File: src/rtl/alu_seq_if.sv
// alu_seq request/result bundle.
// Master issues operations; slave returns registered results.
interface alu_seq_if #(
  parameter int WIDTH = 32
);
  logic             start;
  logic [3:0]       op;
  logic [WIDTH-1:0] a;
  logic [WIDTH-1:0] b;
  logic [WIDTH-1:0] y;
  logic [WIDTH-1:0] rem;
  logic             zero;
  logic             busy;
  logic             done;
  logic             div_zero;

  modport master (
    output start, op, a, b,
    input  y, rem, zero, busy, done, div_zero
  );

  modport slave (
    input  start, op, a, b,
    output y, rem, zero, busy, done, div_zero
  );
endinterface

File: src/rtl/alu_seq.sv
// Registered multi-cycle execute-stage ALU.
// Single-cycle logic/arith ops plus iterative MUL and DIVU.
module alu_seq #(
  parameter int WIDTH = 32,
  parameter int CNT_W = $clog2(WIDTH) + 1
) (
  input  logic      clk,
  input  logic      rst_n,
  alu_seq_if.slave  bus
);

  localparam logic [3:0] OP_AND  = 4'b0000;
  localparam logic [3:0] OP_OR   = 4'b0001;
  localparam logic [3:0] OP_ADD  = 4'b0010;
  localparam logic [3:0] OP_SUB  = 4'b0110;
  localparam logic [3:0] OP_SLT  = 4'b0111;
  localparam logic [3:0] OP_SLTU = 4'b1000;
  localparam logic [3:0] OP_MUL  = 4'b1001;
  localparam logic [3:0] OP_DIVU = 4'b1010;

  typedef enum logic [1:0] {
    IDLE,
    ITER,
    FIN
  } state_t;

  state_t state_q;
  state_t state_d;

  logic [3:0]       op_q;
  logic [WIDTH-1:0] a_q;
  logic [WIDTH-1:0] b_q;
  logic [WIDTH-1:0] acc;
  logic [CNT_W-1:0] cnt;

  logic [WIDTH-1:0] y_r;
  logic [WIDTH-1:0] rem_r;
  logic             zero_r;
  logic             busy_r;
  logic             done_r;
  logic             dz_r;

  logic             is_iter;
  logic             last;
  logic [WIDTH:0]   shl;
  logic [WIDTH:0]   diff;
  logic             q_bit;
  logic [WIDTH-1:0] res_y;
  logic [WIDTH-1:0] res_rem;
  logic             res_dz;

  assign bus.y        = y_r;
  assign bus.rem      = rem_r;
  assign bus.zero     = zero_r;
  assign bus.busy     = busy_r;
  assign bus.done     = done_r;
  assign bus.div_zero = dz_r;

  assign is_iter = (bus.op == OP_MUL) ||
                   ((bus.op == OP_DIVU) && (bus.b != '0));
  assign last    = (cnt == CNT_W'(WIDTH - 1));

  // Restoring divide: a_q shifts out dividend bits and collects quotient bits
  assign shl   = {acc, a_q[WIDTH-1]};
  assign diff  = shl - {1'b0, b_q};
  assign q_bit = ~diff[WIDTH];

  always_ff @(posedge clk or negedge rst_n) begin
    if (!rst_n) begin
      state_q <= IDLE;
    end else begin
      state_q <= state_d;
    end
  end

  always_comb begin
    state_d = state_q;
    unique case (state_q)
      IDLE: begin
        if (bus.start) begin
          state_d = is_iter ? ITER : FIN;
        end
      end
      ITER: begin
        if (last) begin
          state_d = FIN;
        end
      end
      FIN:     state_d = IDLE;
      default: state_d = IDLE;
    endcase
  end

  always_comb begin
    res_y   = '0;
    res_rem = '0;
    res_dz  = 1'b0;
    unique case (op_q)
      OP_AND:  res_y = a_q & b_q;
      OP_OR:   res_y = a_q | b_q;
      OP_ADD:  res_y = a_q + b_q;
      OP_SUB:  res_y = a_q - b_q;
      OP_SLT:  res_y = {{(WIDTH-1){1'b0}},
                        $signed(a_q) < $signed(b_q)};
      OP_SLTU: res_y = {{(WIDTH-1){1'b0}}, a_q < b_q};
      OP_MUL:  res_y = acc;
      OP_DIVU: begin
        if (b_q == '0) begin
          res_y   = '1;
          res_rem = a_q;
          res_dz  = 1'b1;
        end else begin
          res_y   = a_q;
          res_rem = acc;
        end
      end
      default: ;
    endcase
  end

  always_ff @(posedge clk or negedge rst_n) begin
    if (!rst_n) begin
      op_q   <= '0;
      a_q    <= '0;
      b_q    <= '0;
      acc    <= '0;
      cnt    <= '0;
      y_r    <= '0;
      rem_r  <= '0;
      zero_r <= 1'b1;
      busy_r <= 1'b0;
      done_r <= 1'b0;
      dz_r   <= 1'b0;
    end else begin
      done_r <= 1'b0;
      unique case (state_q)
        IDLE: begin
          if (bus.start) begin
            op_q   <= bus.op;
            a_q    <= bus.a;
            b_q    <= bus.b;
            acc    <= '0;
            cnt    <= '0;
            dz_r   <= 1'b0;
            busy_r <= is_iter;
          end
        end
        ITER: begin
          cnt <= cnt + 1'b1;
          if (op_q == OP_MUL) begin
            if (b_q[0]) begin
              acc <= acc + a_q;
            end
            a_q <= a_q << 1;
            b_q <= b_q >> 1;
          end else begin
            acc <= q_bit ? diff[WIDTH-1:0]
                         : shl[WIDTH-1:0];
            a_q <= {a_q[WIDTH-2:0], q_bit};
          end
        end
        FIN: begin
          y_r    <= res_y;
          rem_r  <= res_rem;
          zero_r <= (res_y == '0);
          dz_r   <= res_dz;
          done_r <= 1'b1;
          busy_r <= 1'b0;
        end
        default: ;
      endcase
    end
  end

endmodule

File: src/flat_wrapper.sv
// flat-port wrapper written by rule: the top's interface ports become plain ports
module alu_seq_flat 
#(
  parameter int WIDTH = 32,
  parameter int CNT_W = $clog2(WIDTH) + 1
)
  (clk, rst_n, bus_start, bus_op, bus_a, bus_b, bus_y, bus_rem, bus_zero, bus_busy, bus_done, bus_div_zero);
  alu_seq_if #(.WIDTH(WIDTH)) bus_i ();
  input  logic clk;
  input  logic rst_n;
  input wire logic [$bits(bus_i.start)-1:0] bus_start;
  input wire logic [$bits(bus_i.op)-1:0] bus_op;
  input wire logic [$bits(bus_i.a)-1:0] bus_a;
  input wire logic [$bits(bus_i.b)-1:0] bus_b;
  output wire logic [$bits(bus_i.y)-1:0] bus_y;
  output wire logic [$bits(bus_i.rem)-1:0] bus_rem;
  output wire logic [$bits(bus_i.zero)-1:0] bus_zero;
  output wire logic [$bits(bus_i.busy)-1:0] bus_busy;
  output wire logic [$bits(bus_i.done)-1:0] bus_done;
  output wire logic [$bits(bus_i.div_zero)-1:0] bus_div_zero;
  assign bus_i.start = bus_start;
  assign bus_i.op = bus_op;
  assign bus_i.a = bus_a;
  assign bus_i.b = bus_b;
  assign bus_y = bus_i.y;
  assign bus_rem = bus_i.rem;
  assign bus_zero = bus_i.zero;
  assign bus_busy = bus_i.busy;
  assign bus_done = bus_i.done;
  assign bus_div_zero = bus_i.div_zero;
  alu_seq #(.WIDTH(WIDTH), .CNT_W(CNT_W)) u_core (.clk(clk), .rst_n(rst_n), .bus(bus_i));
endmodule
File: config.mk
export PLATFORM = sky130hd
export DESIGN_NAME = alu_seq_flat
export DESIGN_NICKNAME = d
export VERILOG_FILES = /design/src/rtl/alu_seq_if.sv /design/src/rtl/alu_seq.sv /design/src/flat_wrapper.sv
export SDC_FILE = /design/constraint.sdc
export NUM_CORES = 1
export LEC_CHECK = 0
export ABC_AREA = 1
export BUFFER_PORTS_ARGS = -buffer_cell sky130_fd_sc_hd__buf_2
export CELL_PAD_IN_SITES_DETAIL_PLACEMENT = 2
export CELL_PAD_IN_SITES_GLOBAL_PLACEMENT = 2
export CORE_UTILIZATION = 37
export DETAILED_ROUTE_END_ITERATION = 6
export PLACE_DENSITY_LB_ADDON = 0.1
export REMOVE_ABC_BUFFERS = 1
export SETUP_SLACK_MARGIN = 0.2
export SKIP_CTS_REPAIR_TIMING = 1
export SYNTH_ARGS = -nofsm -noshare
export SYNTH_HDL_FRONTEND = slang
export SYNTH_SLANG_ARGS = --single-unit
File: constraint.sdc
create_clock -name clk -period 4.31 [get_ports clk]
set_input_delay 0.2155 -clock clk [delete_from_list [all_inputs] [get_ports clk]]
set_output_delay 0.2155 -clock clk [all_outputs]
set_load 0.05 [all_outputs]
==> impl_metrics.json <==
{
  "run_status": "complete, but fails checks",
  "violations": "hold timing",
  "hold_viol": 2,
  "path_cells": "inv_1 > ha_1 > inv_1 > fa_1 > nand3_1 > nand2_2 > a21oi_2 > o21ai_2 > nand2_2 > nand2_2 > nand2_2 > nand3_1 > nand2_4 > nand2_1 > nand2_1 > nand2_1 > nand3_1 > nand2_1",
  "synth_most_common_cell": "nand2_1",
  "cts_tree": "done",
  "nets": 3294,
  "crit_path_top_delay_cell": "dfrtp_1",
  "period_needed_ns": 3.697,
  "syn_area_um2": 18580,
  "clk-insertion-delay-late_ns": 0.52,
  "vias_per_cell": 5.880,
  "max_cap_violations": 0,
  "netlist_instances": 2982,
  "wire_per_inst_um": 26.42,
  "drt_iter0_drc": 1566,
  "grt_pass1_vias": 23400,
  "finalClockSkew_ns": 0.01412,
  "synth_top_area_cell": "dfrtp_1",
  "die_w_um": 226.1,
  "cp_data_arrival_time_ns": 4.10,
  "row_count": 81,
  "slew_headroom_pct": 18.39,
  "io_pins": 139,
  "setup_violations": 0,
  "synth_edf_count": 0,
  "fin_util_pct": 41.30,
  "p_leak_nw": 10.36,
  "power-per-cell-area_nw_per_um2": 278.6,
  "cts_made_buffers": 17,
  "yosys_warnings": 0,
  "path_clk_slew_ns": 0.09,
  "fp.dieH_um": 226.1,
  "htreeDepth": 4,
  "synth-compound-area-share_pct": 16.87,
  "die_area_um2": 51130,
  "core_area_um2": 49250,
  "worst-path-max-fanout": 33,
  "area_growth_pct": 9.473,
  "clockBufferDepth": 2,
  "synth_fa_ha_area_share_pct": 11.20,
  "hold_path.class": "input port to register",
  "crit_required_ns": 4.71,
  "power_mw": 5.667,
  "gp_congestion": 1.013,
  "critical-path-top-delay-family": "simple AND/OR/NAND/NOR gates",
  "routed_wl_um": 98710,
  "cpPeakStageDelay_ns": 0.48,
  "start_util_pct": 37.73,
  "numPortBuffers": 138,
  "ant_nets": 0,
  "ys_types": 53,
  "slew_viol_final": 0,
  "synthMuxAreaShare_pct": 0,
  "drive_gt1_share_pct": 8.887,
  "synth_xor_area_share_pct": 1.272,
  "rsz0062_at_grt": "false",
  "overflow": 0,
  "synth_ff_type": "dfrtp_1",
  "antenna_cells": 0,
  "synthTopCellsByCount": "nand2_1, inv_1, nor2_1",
  "synth_area_leaders": "dfrtp_1, nand2_1, ha_1",
  "dr.pass1.iters": 5,
  "tns_ns": 0,
  "clock.fmax_ghz": 0.2705,
  "drcViolationCount": 0,
  "dp.cells": 3702,
  "cp-start-kind": "register",
  "worst-path-buf-inv": 2,
  "cts_root_buf": "clkbuf_16",
  "vias": 21970,
  "holdWs_ns": -0.007309,
  "synth_top_family_by_area": "simple AND/OR/NAND/NOR gates",
  "antenna_found_initial": 0,
  "clkSinkCount": 176,
  "avgSynthCellArea_um2": 6.232,
  "tightest_slew_ns": 1.220,
  "place_hpwl_um": 80730,
  "seq_area_frac_synth_pct": 23.71,
  "fillers": 6277,
  "grt_max_degree": 94,
  "gr-usage-all-layers_pct": 38.91,
  "yosys.area.top_type_share_pct": 23.56,
  "crit_type": "register to register",
  "synth-seq-cells": 176,
  "vdd_ir_drop_max_mv": 0.2429,
  "instances_no_fill": 3736,
  "async_flop_share_pct": 100.0,
  "worstSetupEndpointType": "register",
  "finalCritPeriodShare_pct": 85.77,
  "grt_pass1_wl_um": 146600,
  "synth-simple-area-share_pct": 36.44
}
==> state kept, by name (all words and copies together), names as in the netlist <==
signal and flops:
u_core.bus.zero 1, u_core.bus.done 1, u_core.b_q 32, u_core.op_q 4, u_core.bus.busy 1, u_core.state_q 2, u_core.bus.rem 32, u_core.cnt 6
u_core.a_q 32, u_core.bus.y 32, u_core.bus.div_zero 1, u_core.acc 32
==> routing by layer <==
layer	GRT usage, %	vias to the layer above	routed length [µm]
li1	-	9923	-
met1	51.35	11180	44200
met2	63.27	698	45280
met3	6.779	164	5744
met4	14.25	0	3488
met5	0	-	0
==> where the power goes <==
group	switching [mW]	leakage [nW]	total (mW)	internal, mW
combinational	1.54	7.83	2.14	0.605
sequential	0.0991	2.25	1.81	1.71
clock	0.894	0.286	1.72	0.824
==> stage by stage <==
stage	cell area, µm²	worst slack (ns)
5_1_grt	20340	0.4296
3_3_place_gp	19730	0.7024
2_1_floorplan	18000	-0.1226
3_5_place_dp	19730	0.6639
4_1_cts	20320	0.6082
6_report	20340	0.6135
==> kinds of logic after synthesis <==
family	Yosys count
simple gates	1601
flops	176
fa+ha+maj	164
compound gates	542
buf+inv	472
xor+xnor	27
==> worst reg2reg max path, stage by stage (launching register included) <==
cell and delay, ns:
dfrtp_1 0.48, inv_1 0.44, ha_1 0.36, inv_1 0.09
fa_1 0.41, nand3_1 0.11, nand2_2 0.09, a21oi_2 0.21
o21ai_2 0.14, nand2_2 0.10, nand2_2 0.09, nand2_2 0.11
nand3_1 0.13, nand2_4 0.37, nand2_1 0.16, nand2_1 0.09
nand2_1 0.05, nand3_1 0.09, nand2_1 0.06
==> cell usage in the layout, fill, tap and decap left out, drive strengths merged, types with 12 or more instances in the layout <==
master,Yosys,routed
nand2,932,932
a221oi,32,32
ha,160,160
o21bai,14,14
nor4,13,13
dfrtp,175,175
nor3,70,70
o211ai,41,41
buf,55,161
inv,365,371
nand4,34,34
nor2,270,270
xnor2,12,12
xor2,15,15
nand3,255,255
clkbuf,49,18
o221ai,14,14
a21oi,180,180
o21ai,221,221
==> final cells by class <==
cell class	instances	area [µm²]	area share (%)
Clock buffer	17	425.4	2.091
Clock inverter	15	172.7	0.8487
Inverter	366	1374	6.753
Multi-Input combinational cell	2334	12240	60.15
Sequential cell	176	4405	21.65
Tap cell	664	830.8	4.084
Timing Repair Buffer	164	899.6	4.422
==> final timing paths <==
path | startpoint | end | slack, ns | cells after the start
worst max-delay path | u_core.a_q[31]$_DFFE_PN0P_ | u_core.acc[31]$_DFFE_PN0P_ | 0.61 | 18
worst min-delay path | bus_b[3] | u_core.b_q[3]$_DFFE_PN0P_ | -0.007 | 3
worst max register to register | u_core.a_q[31]$_DFFE_PN0P_ | u_core.acc[31]$_DFFE_PN0P_ | 0.61 | 18
worst min register to register | u_core.bus.y[24]$_DFFE_PN0P_ | u_core.bus.y[24]$_DFFE_PN0P_ | 0.48 | 2
max in group asynchronous | rst_n | u_core.b_q[27]$_DFFE_PN0P_ | 2.91 | 3
min in group asynchronous | rst_n | u_core.bus.y[5]$_DFFE_PN0P_ | 0.28 | 2
Note: power is estimated with default switching activity, not from simulation.
